`src/rtl/timer_sched_pkg.sv`:
```
// ============================================================================
//  Module      : timer_sched_pkg
//  Description : Shared types and constants for the timer scheduler: FSM
//                state encoding, default widths and the index-width helper.
//  Revision    : 1.0 - initial release
// ============================================================================
`default_nettype none

package timer_sched_pkg;

    // Default build-time dimensions of the scheduler
    localparam int DEF_N_REQ       = 4;
    localparam int DEF_SCALER_BITS = 3;
    localparam int DEF_DATA_BITS   = 8;
    localparam int DEF_REP_BITS    = 4;

    // Scheduler FSM states
    typedef enum logic [1:0] {
        IDLE = 2'd0,
        LOAD = 2'd1,
        RUN  = 2'd2,
        DONE = 2'd3
    } state_t;

    // Width of a requester index; never narrower than one bit
    function automatic int ID_BITS(input int n);
        return (n > 1) ? $clog2(n) : 1;
    endfunction

endpackage : timer_sched_pkg

`default_nettype wire

```
`src/rtl/timer_sched_arb.sv`:
```
// ============================================================================
//  Module      : timer_sched_arb
//  Description : Combinational requester picker. Default build searches
//                round-robin starting at ptr. With TIMER_SCHED_FIXED_PRIO_EN
//                defined the lowest set index wins and there is no ptr input.
//  Revision    : 1.0 - initial release
// ============================================================================
`default_nettype none

module timer_sched_arb
    import timer_sched_pkg::*;
#(
    parameter int N_REQ = DEF_N_REQ,
    parameter int ID_W  = ID_BITS(DEF_N_REQ)
) (
    input  logic [N_REQ-1:0] req,
`ifndef TIMER_SCHED_FIXED_PRIO_EN
    input  logic [ID_W-1:0]  ptr,
`endif
    output logic             found,
    output logic [ID_W-1:0]  idx
);

`ifdef TIMER_SCHED_FIXED_PRIO_EN

    // Scan from the highest index down so the lowest set index is kept last
    always_comb begin
        found = 1'b0;
        idx   = '0;
        for (int k = N_REQ - 1; k >= 0; k--) begin
            if (req[k]) begin
                found = 1'b1;
                idx   = ID_W'(k);
            end
        end
    end

`else

    // Scan offsets from the pointer downwards so the smallest offset wins;
    // the pointer is always < N_REQ so one wrap subtraction suffices
    always_comb begin
        logic [ID_W:0] slot;
        found = 1'b0;
        idx   = '0;
        slot  = '0;
        for (int k = N_REQ - 1; k >= 0; k--) begin
            slot = {1'b0, ptr} + (ID_W + 1)'(k);
            if (slot >= (ID_W + 1)'(N_REQ)) begin
                slot = slot - (ID_W + 1)'(N_REQ);
            end
            if (req[slot[ID_W-1:0]]) begin
                found = 1'b1;
                idx   = slot[ID_W-1:0];
            end
        end
    end

`endif

endmodule : timer_sched_arb

`default_nettype wire

```
`src/rtl/timer_sched.sv`:
```
// ============================================================================
//  Module      : timer_sched
//  Description : Shares one scaled timer between N_REQ delay requesters.
//                A winner is picked in IDLE, its prescaler/reload/repeat
//                config is latched, the timer is cleared (LOAD), enabled
//                (RUN) and done is pulsed after the requested number of
//                ticks. Dropping the owner's req aborts without a done.
//                Build option: TIMER_SCHED_FIXED_PRIO_EN selects fixed
//                lowest-index priority instead of round-robin.
//  Revision    : 1.0 - initial release
// ============================================================================
`default_nettype none

module timer_sched
    import timer_sched_pkg::*;
#(
    parameter int N_REQ       = DEF_N_REQ,
    parameter int SCALER_BITS = DEF_SCALER_BITS,
    parameter int DATA_BITS   = DEF_DATA_BITS,
    parameter int REP_BITS    = DEF_REP_BITS
) (
    input  logic                         clk,
    input  logic                         rst,
    input  logic [N_REQ-1:0]             req,
    input  logic [N_REQ*SCALER_BITS-1:0] req_ps,
    input  logic [N_REQ*DATA_BITS-1:0]   req_period,
    input  logic [N_REQ*REP_BITS-1:0]    req_reps,
    output logic [N_REQ-1:0]             ack,
    output logic [N_REQ-1:0]             done,
    output logic                         busy,
    output logic [ID_BITS(N_REQ)-1:0]    grant_id,
    output logic                         t_clr,
    output logic                         t_en,
    output logic [SCALER_BITS-1:0]       t_ps,
    output logic [DATA_BITS-1:0]         t_d_in,
    input  logic                         t_tick
);

    localparam int ID_W = ID_BITS(N_REQ);

    state_t                state;
    logic [REP_BITS-1:0]   reps_q;
    logic [REP_BITS-1:0]   tick_cnt;

    logic                  win_found;
    logic [ID_W-1:0]       win_idx;
    logic [SCALER_BITS-1:0] sel_ps;
    logic [DATA_BITS-1:0]  sel_period;
    logic [REP_BITS-1:0]   sel_reps;
    logic [REP_BITS-1:0]   sel_reps_eff;
    logic                  owner_req;
    logic                  last_tick;

`ifndef TIMER_SCHED_FIXED_PRIO_EN
    logic [ID_W-1:0]       ptr;
    logic [ID_W-1:0]       ptr_next;
`endif

    // ------------------------------------------------------------------
    // Winner selection
    // ------------------------------------------------------------------
    timer_sched_arb #(
        .N_REQ (N_REQ),
        .ID_W  (ID_W)
    ) u_arb (
        .req   (req),
`ifndef TIMER_SCHED_FIXED_PRIO_EN
        .ptr   (ptr),
`endif
        .found (win_found),
        .idx   (win_idx)
    );

    // Configuration slot of the candidate winner
    assign sel_ps       = req_ps[win_idx*SCALER_BITS +: SCALER_BITS];
    assign sel_period   = req_period[win_idx*DATA_BITS +: DATA_BITS];
    assign sel_reps     = req_reps[win_idx*REP_BITS +: REP_BITS];
    // A repeat count of zero still waits for one tick
    assign sel_reps_eff = (sel_reps == '0) ? REP_BITS'(1) : sel_reps;

    // Owner still asking, and whether this tick completes the delay
    assign owner_req = req[grant_id];
    assign last_tick = t_tick && ((tick_cnt + REP_BITS'(1)) == reps_q);

`ifndef TIMER_SCHED_FIXED_PRIO_EN
    // Next search starts just after the winner, wrapping at N_REQ
    assign ptr_next = (win_idx == ID_W'(N_REQ - 1)) ? '0 : (win_idx + ID_W'(1));

    // Round-robin pointer advances on every grant
    always_ff @(posedge clk or negedge rst) begin
        if (!rst) begin
            ptr <= '0;
        end else if ((state == IDLE) && win_found) begin
            ptr <= ptr_next;
        end
    end
`endif

    // Scheduler FSM with registered outputs; ack/done/t_clr are pulses
    always_ff @(posedge clk or negedge rst) begin
        if (!rst) begin
            state    <= IDLE;
            ack      <= '0;
            done     <= '0;
            busy     <= 1'b0;
            grant_id <= '0;
            t_clr    <= 1'b0;
            t_en     <= 1'b0;
            t_ps     <= '0;
            t_d_in   <= '0;
            reps_q   <= '0;
            tick_cnt <= '0;
        end else begin
            ack   <= '0;
            done  <= '0;
            t_clr <= 1'b0;
            case (state)
                IDLE: begin
                    if (win_found) begin
                        state        <= LOAD;
                        grant_id     <= win_idx;
                        ack[win_idx] <= 1'b1;
                        t_clr        <= 1'b1;
                        t_en         <= 1'b0;
                        busy         <= 1'b1;
                        t_ps         <= sel_ps;
                        t_d_in       <= sel_period;
                        reps_q       <= sel_reps_eff;
                        tick_cnt     <= '0;
                    end
                end
                LOAD: begin
                    if (!owner_req) begin
                        state    <= IDLE;
                        busy     <= 1'b0;
                        t_en     <= 1'b0;
                        t_ps     <= '0;
                        t_d_in   <= '0;
                        tick_cnt <= '0;
                    end else begin
                        state <= RUN;
                        t_en  <= 1'b1;
                    end
                end
                RUN: begin
                    // Abort outranks a final tick arriving in the same cycle
                    if (!owner_req) begin
                        state    <= IDLE;
                        busy     <= 1'b0;
                        t_en     <= 1'b0;
                        t_ps     <= '0;
                        t_d_in   <= '0;
                        tick_cnt <= '0;
                    end else if (last_tick) begin
                        state          <= DONE;
                        done[grant_id] <= 1'b1;
                        t_en           <= 1'b0;
                        tick_cnt       <= '0;
                    end else if (t_tick) begin
                        tick_cnt <= tick_cnt + REP_BITS'(1);
                    end
                end
                DONE: begin
                    state    <= IDLE;
                    busy     <= 1'b0;
                    t_en     <= 1'b0;
                    t_ps     <= '0;
                    t_d_in   <= '0;
                    tick_cnt <= '0;
                end
                default: begin
                    state <= IDLE;
                    busy  <= 1'b0;
                    t_en  <= 1'b0;
                end
            endcase
        end
    end

endmodule : timer_sched

`default_nettype wire

```
`config.mk`:
```
export PLATFORM = sky130hd
export DESIGN_NAME = timer_sched
export DESIGN_NICKNAME = d
export VERILOG_FILES = /design/src/rtl/timer_sched_pkg.sv /design/src/rtl/timer_sched_arb.sv /design/src/rtl/timer_sched.sv
export SDC_FILE = /design/constraint.sdc
export NUM_CORES = 1
export LEC_CHECK = 0
export CAP_MARGIN = 40
export CORE_MARGIN = 3
export CORE_UTILIZATION = 43
export CTS_CLUSTER_DIAMETER = 80
export DETAILED_ROUTE_END_ITERATION = 12
export PLACE_DENSITY_LB_ADDON = 0.15
export SKIP_LAST_GASP = 1
export SYNTH_ARGS = -nofsm -noshare
export SYNTH_HDL_FRONTEND = slang
export SYNTH_SLANG_ARGS = --single-unit
```
`constraint.sdc`:
```
create_clock -name clk -period 2.5 [get_ports clk]
set_input_delay 0.75 -clock clk [delete_from_list [all_inputs] [get_ports clk]]
set_output_delay 0.75 -clock clk [all_outputs]
set_load 0.02 [all_outputs]
```
======== After elaboration in Yosys (flattened, before gate mapping) ========
Index checks and enable logic that the tools add are counted.
storage, ports and cells
  register bits after elaboration ......... 36
  output and inout port bits .............. 24
operators by class
  shifts and indexed selects .............. 3
  $lt $le $gt $ge ......................... 12
  reductions and logical operators ........ 11
  eq/ne operators ......................... 10
  multiplexer cells ....................... 60
  add/subtract/negate cells ............... 9
  $mul .................................... 1
operators with widths
  operator                                                     count
  two-way mux 4 bit                                            11
  indexed part select 32 x 6 -> 8 bit                          1
  two-way mux 2 bit                                            13
  one-hot mux 8 bit (3 select lines)                           1
  two-way mux 1 bit                                            19
  less-than comparator 2 x 3 -> 1 bit (second input constant)  6
  two-way mux 8 bit                                            2
  one-hot mux 4 bit (4 select lines)                           1
  indexed part select 16 x 5 -> 4 bit                          1
  indexed part select 12 x 5 -> 3 bit                          1
  binary-select mux 1 bit (select 2 bit)                       5
  >= comparator 3 bit (second input constant)                  3
  one-hot mux 3 bit (3 select lines)                           1
  one-hot mux 2 bit (4 select lines)                           1
  subtractor 2 x 1 -> 2 bit (second input constant)            4
  adder 2 x 2 -> 3 bit (second input constant)                 2
  == test 2 bit (second input constant)                        3
  two-way mux 3 bit                                            2
  != test 2 bit (second input constant)                        3
  AND reduction 2 bit                                          3
  adder 4 x 1 -> 4 bit (second input constant)                 1
  demux 1 bit (select 2 bit)                                   2
  == test 4 bit                                                1
  >= comparator 2 x 1 -> 1 bit (second input constant)         2
  14 further kinds                                             17

======== Longest topological paths before layout ========
  depth after elaboration ................. 15
  depth in mapped cells ................... 8
  mapped depth without buffers ............ 8

======== Cells and area by module ========
Synthesis repeated with hierarchy kept, for this count alone.
unflattened totals
  cell total of the unflattened synthesis .. 168
  area, all modules ....................... 2,062.0 um^2
by module, submodules not included
  module           cells each  sequential area each (um^2)  area an instance (um^2)  times used
  timer_sched      155         900.9                        1,984.4                  1
  timer_sched_arb  13          0.0                          77.6                     1

======== Least setup slack after synthesis ========
No wires, ideal clock.
  kind .................................... input to register
  start point ............................. input port req[1]
  end point ............................... register t_d_in[4]
  stages .................................. 7
  data required time ...................... 2.378 ns
  arrival ................................. 2.057 ns
  path buffers ............................ 1
  slack ................................... 0.322 ns
  cells stage by stage .................... nand2b_1 o211a_4 nor2_8 buf_4 mux2i_1 nand2_1 a32o_1
on the way
  cells in the longest elaborated chain, start to end .. 9
  elaborated cells between the ends (all ways) .. 24
RTL lines
  element                                  line                   source
  start: declaration                       timer_sched.sv:24      input logic [N_REQ-1:0] req,
  binary-select mux 1 bit (select 2 bit)   timer_sched_arb.sv:52  if (req[slot[ID_W-1:0]]) begin
  two-way mux 1 bit (not written as such)  timer_sched_arb.sv:52
  two-way mux 2 bit (4 in series)          timer_sched_arb.sv:52
  indexed part select 32 x 6 -> 8 bit      timer_sched.sv:76      assign sel_period = req_period[win_idx*DATA_BITS +: DATA_BITS];
  two-way mux 8 bit                        timer_sched.sv:119     if (win_found) begin
  one-hot mux 8 bit (3 select lines)       timer_sched.sv:117     case (state)
  end signal: assignment                   timer_sched.sv:127     t_d_in <= sel_period;
  end: declaration                         timer_sched.sv:35      output logic [DATA_BITS-1:0] t_d_in,
Several ways; a longest one is shown, not always the timed one. The select of a mux whose other input is x is not followed.
A chain may end at the register's enable or synchronous reset.

======== Final worst setup path ========
  start point ............................. input port req[3]
  end point ............................... register reps_q[0]
on the way
  cells in the longest elaborated chain, start to end .. 9
  elaborated cells between the ends (all ways) .. 20
RTL lines
  element                                  line                   source
  binary-select mux 1 bit (select 2 bit)   timer_sched_arb.sv:52
  two-way mux 1 bit (not written as such)  timer_sched_arb.sv:52
  two-way mux 2 bit (4 in series)          timer_sched_arb.sv:52
  indexed part select 16 x 5 -> 4 bit      timer_sched.sv:77      assign sel_reps = req_reps[win_idx*REP_BITS +: REP_BITS];
  logical NOT 4 bit                        timer_sched.sv:79      assign sel_reps_eff = (sel_reps == '0) ? REP_BITS'(1) : sel_reps;
  two-way mux 4 bit                        timer_sched.sv:79
  end signal: assignment                   timer_sched.sv:128     reps_q <= sel_reps_eff;
  end: declaration                         timer_sched.sv:42      logic [REP_BITS-1:0] reps_q;
Several ways; a longest one is shown, not always the timed one. The select of a mux whose other input is x is not followed.

==> summary.md <==
| Metric | Value |
|---|---|
| EDFF count, synth | `0` |
| Grt peak-use layer | `met2` |
| # rows | `25` |
| Post-Synthesis Cells | `225` |
| HPWL after DPL | `4690 µm` |
| Sequential area share after synthesis | `41.2%` |
| Clock Sinks | `36` |
| Final min period | `2.39 ns` |
| Area share of the largest cell type after synthesis | `41.2%` |
| Tightest Pin Transition | `0.783 ns` |
| Die Span X | `77.3 µm` |
| Cell taking the most area after synthesis | `dfrtp_1` |
| Final period util | `95.7%` |
| Clk Latency, worst-skew pair | `0.29 ns` |
| Post-synthesis cell type count | `39` |
| Total chip power | `3.62 mW` |
| Slew Limit Fails | `0` |
| Routed len/inst | `14.1 µm` |
| PD cells | `1010 mW/mm²` |
| Num CTS Buffers | `5` |
| Status | `finished, final reports clean` |
| Critical path type | `input port to register` |
| Skew final | `0.00221 ns` |
| Syn_area_per_cell | `9.71 µm²` |
| Reg-to-reg endpoint | `state[0]$_DFFE_PN0P_` |
| Top post-synthesis cells by area | `dfrtp_1 (41%), mux2i_1 (12%), nand2_1 (7.9%)` |
| First-pass GRT wire length | `9250 µm` |
| I/O pin count | `91` |
| RR Startpoint | `tick_cnt[0]$_DFFE_PN0P_` |
| Final Hold Fails | `0` |
| H-tree levels | `2` |
| Worst reg2reg path depth | `6` |
| Die height | `77.3 µm` |
| Grt total ovfl | `0` |
| Max cap viols | `0` |
| Nets | `424` |
| Yosys warnings | `0` |
| Met3 Track Usage GR | `4.81%` |
| Clk slew on worst S/H paths | `0.07 ns` |
| CP startpoint kind | `input port` |
| # diodes | `0` |
| Hold Slack | `0.484 ns` |
| Die ar. | `0.00597 mm²` |
| Area after DPL | `0.00337 mm²` |
| Ys flop type | `dfrtp_1` |
| RSZ-0062 raised after global routing | `false` |
| Drt initial violations | `111` |
| Number of fill cells | `384` |
| Post-CTS Hold Buffers | `0` |
| Synthesis-stage register bit count | `36` |
| Largest net degree at the start of global routing | `37` |
| Antenna violations before repair | `0` |
| GRT Total Usage | `19.4%` |
| Worst slew margin | `47.8%` |
| Max Freq | `0.418 GHz` |
| Post-DRT Antenna Nets | `0` |
| PortBufs | `90` |
| Post-Syn Area | `0.00218 mm²` |
| TNS Setup | `0 ns` |
| Max VDD drop | `464 µV` |
| Critical hold path startpoint | `busy$_DFFE_PN0P_` |
| Maximum fanout along the worst path | `5` |
| Core area | `0.00482 mm²` |
| Final core utilization | `74.5%` |
| GR Util met1 | `23.3%` |
| DRC | `0` |
| Critical Path AT | `2.57 ns` |
| Pre-Repair DR Iteration Count | `4` |
| Worst EP required | `2.67 ns` |
| Share of layout cells above drive strength 1 | `16.3%` |
| Final WL | `5870 µm` |
| Via/cell ratio | `5.11` |
| Finished Cell Area | `0.00359 mm²` |
| Worst Hold Path EP | `busy$_DFFE_PN0P_` |
| CTS tree | `done` |
| Number of global-route vias before repair | `2074` |
| R2R setup slack | `0.46 ns` |
| Final setup viols | `0` |
| Post-Syn Nets | `301` |
| Final GP Congestion | `0.852` |
| WHS Path Cells | `1` |
| Met2 Usage GRT | `33.8%` |
| Routed via count | `2124` |
| Initial Util | `45.4%` |
| Synthesis-to-finish area growth | `64.4%` |
| Max Root-Sink Buffers | `2` |
| Ys async rst share | `100%` |
| Leakage power total | `1.66 nW` |
| CP Capture Type | `register` |
| Root Buffer Master | `clkbuf_8` |
| Worst Hold Class | `register to register` |
## worst max path at each step
stage,startpoint,to,depth (start not counted)
6_report,req[3],reps_q[0]$_DFFE_PN0P_,9
4_1_cts,req[0],reps_q[0]$_DFFE_PN0P_,9
2_1_floorplan,req[1],t_d_in[4]$_DFFE_PN0P_,7
5_1_grt,req[3],reps_q[0]$_DFFE_PN0P_,9
3_3_place_gp,req[1],t_d_in[7]$_DFFE_PN0P_,6
3_5_place_dp,req[0],reps_q[0]$_DFFE_PN0P_,9
## worst max-delay path, stage by stage
cell and delay [ns]:
clkdlybuf4s50_1 0.48, buf_4 0.12, inv_1 0.07, and2_4 0.15, nor3_4 0.31, inv_2 0.14, nand3_1 0.13, a222oi_1 0.11
o31a_1 0.30
## metrics by stage
stage	worst slack [ns]	instances
after floorplan	0.322	225
after global placement	-0.310	403
after detailed placement	-0.335	403
after CTS	-0.00578	411
after global routing	0.00991	416
final	0.108	416
## state kept, by name (all words and copies together) (netlist names)
signal    flops
ack           4
reps_q        4
t_ps          3
t_d_in        8
t_clr         1
done          4
state         2
ptr           2
tick_cnt      4
busy          1
t_en          1
grant_id      2
## metal layers
metal / wire (µm) / vias to the layer above
li1: - / 1042
met1: 2410 / 1014
met2: 3040 / 59
met3: 330 / 9
met4: 83 / 0
met5: 0 / -
## cell usage after synthesis (3+ instances only)
library cell / count
o21ai_0: 13
ha_1: 9
a21oi_1: 3
nand2_1: 46
inv_1: 6
dfrtp_1: 36
nand3_1: 16
nor2b_1: 3
and2_1: 5
nor2_1: 6
mux2i_1: 26
nand2b_1: 5
clkbuf_1: 4
buf_2: 3
a32o_1: 11
## cell families after synthesis
group | count (synthesis) | share of synthesized area [%]
multiplexers | 28 | 13.5
XOR/XNOR | 5 | 2.63
buffers and inverters | 16 | 3.26
adder cells (fa/ha/maj) | 9 | 5.15
AO/OA/AOI/OAI | 39 | 13.4
AND/OR/NAND/NOR | 92 | 20.8
flip-flops | 36 | 41.2
## report_power, final
| group | internal [mW] | switching [mW] | total, mW |
|---|---|---|---|
| Combinational | 1.08 | 1.06 | 2.13 |
| Clock | 0.352 | 0.202 | 0.553 |
| Sequential | 0.788 | 0.141 | 0.930 |
| Total | 2.22 | 1.40 | 3.62 |
## layout make-up
type	instances	area [µm²]	share of cell area, %
Tap cell	67	83.8	2.33
Multi-Input combinational cell	173	1230	34.3
Inverter	7	26.3	0.732
Clock buffer	7	96.3	2.68
Clock inverter	1	30.0	0.836
Sequential cell	36	901	25.1
Timing Repair Buffer	125	1220	34.1
## what timing repair did
| item | in CTS | in global routing |
|---|---|---|
| gates resized for setup | 1 | 13 |
| setup buffers | 0 | 4 |
| endpoints found under the setup margin | 6 | 12 |
| pin swaps | 2 | 8 |
| gates cloned | 0 | 1 |
## cell usage in the layout (no fill, tap or decap), types with 6 or more instances in the layout
cell              n
inv_1             6
a32o_1           11
buf_4            28
nand2_1          46
dfrtp_1          36
clkbuf_8          7
nand3_1          15
ha_1              9
mux2i_1          26
o21ai_0          11
clkdlybuf4s50_1  86
(Power assumes the default switching activity.)
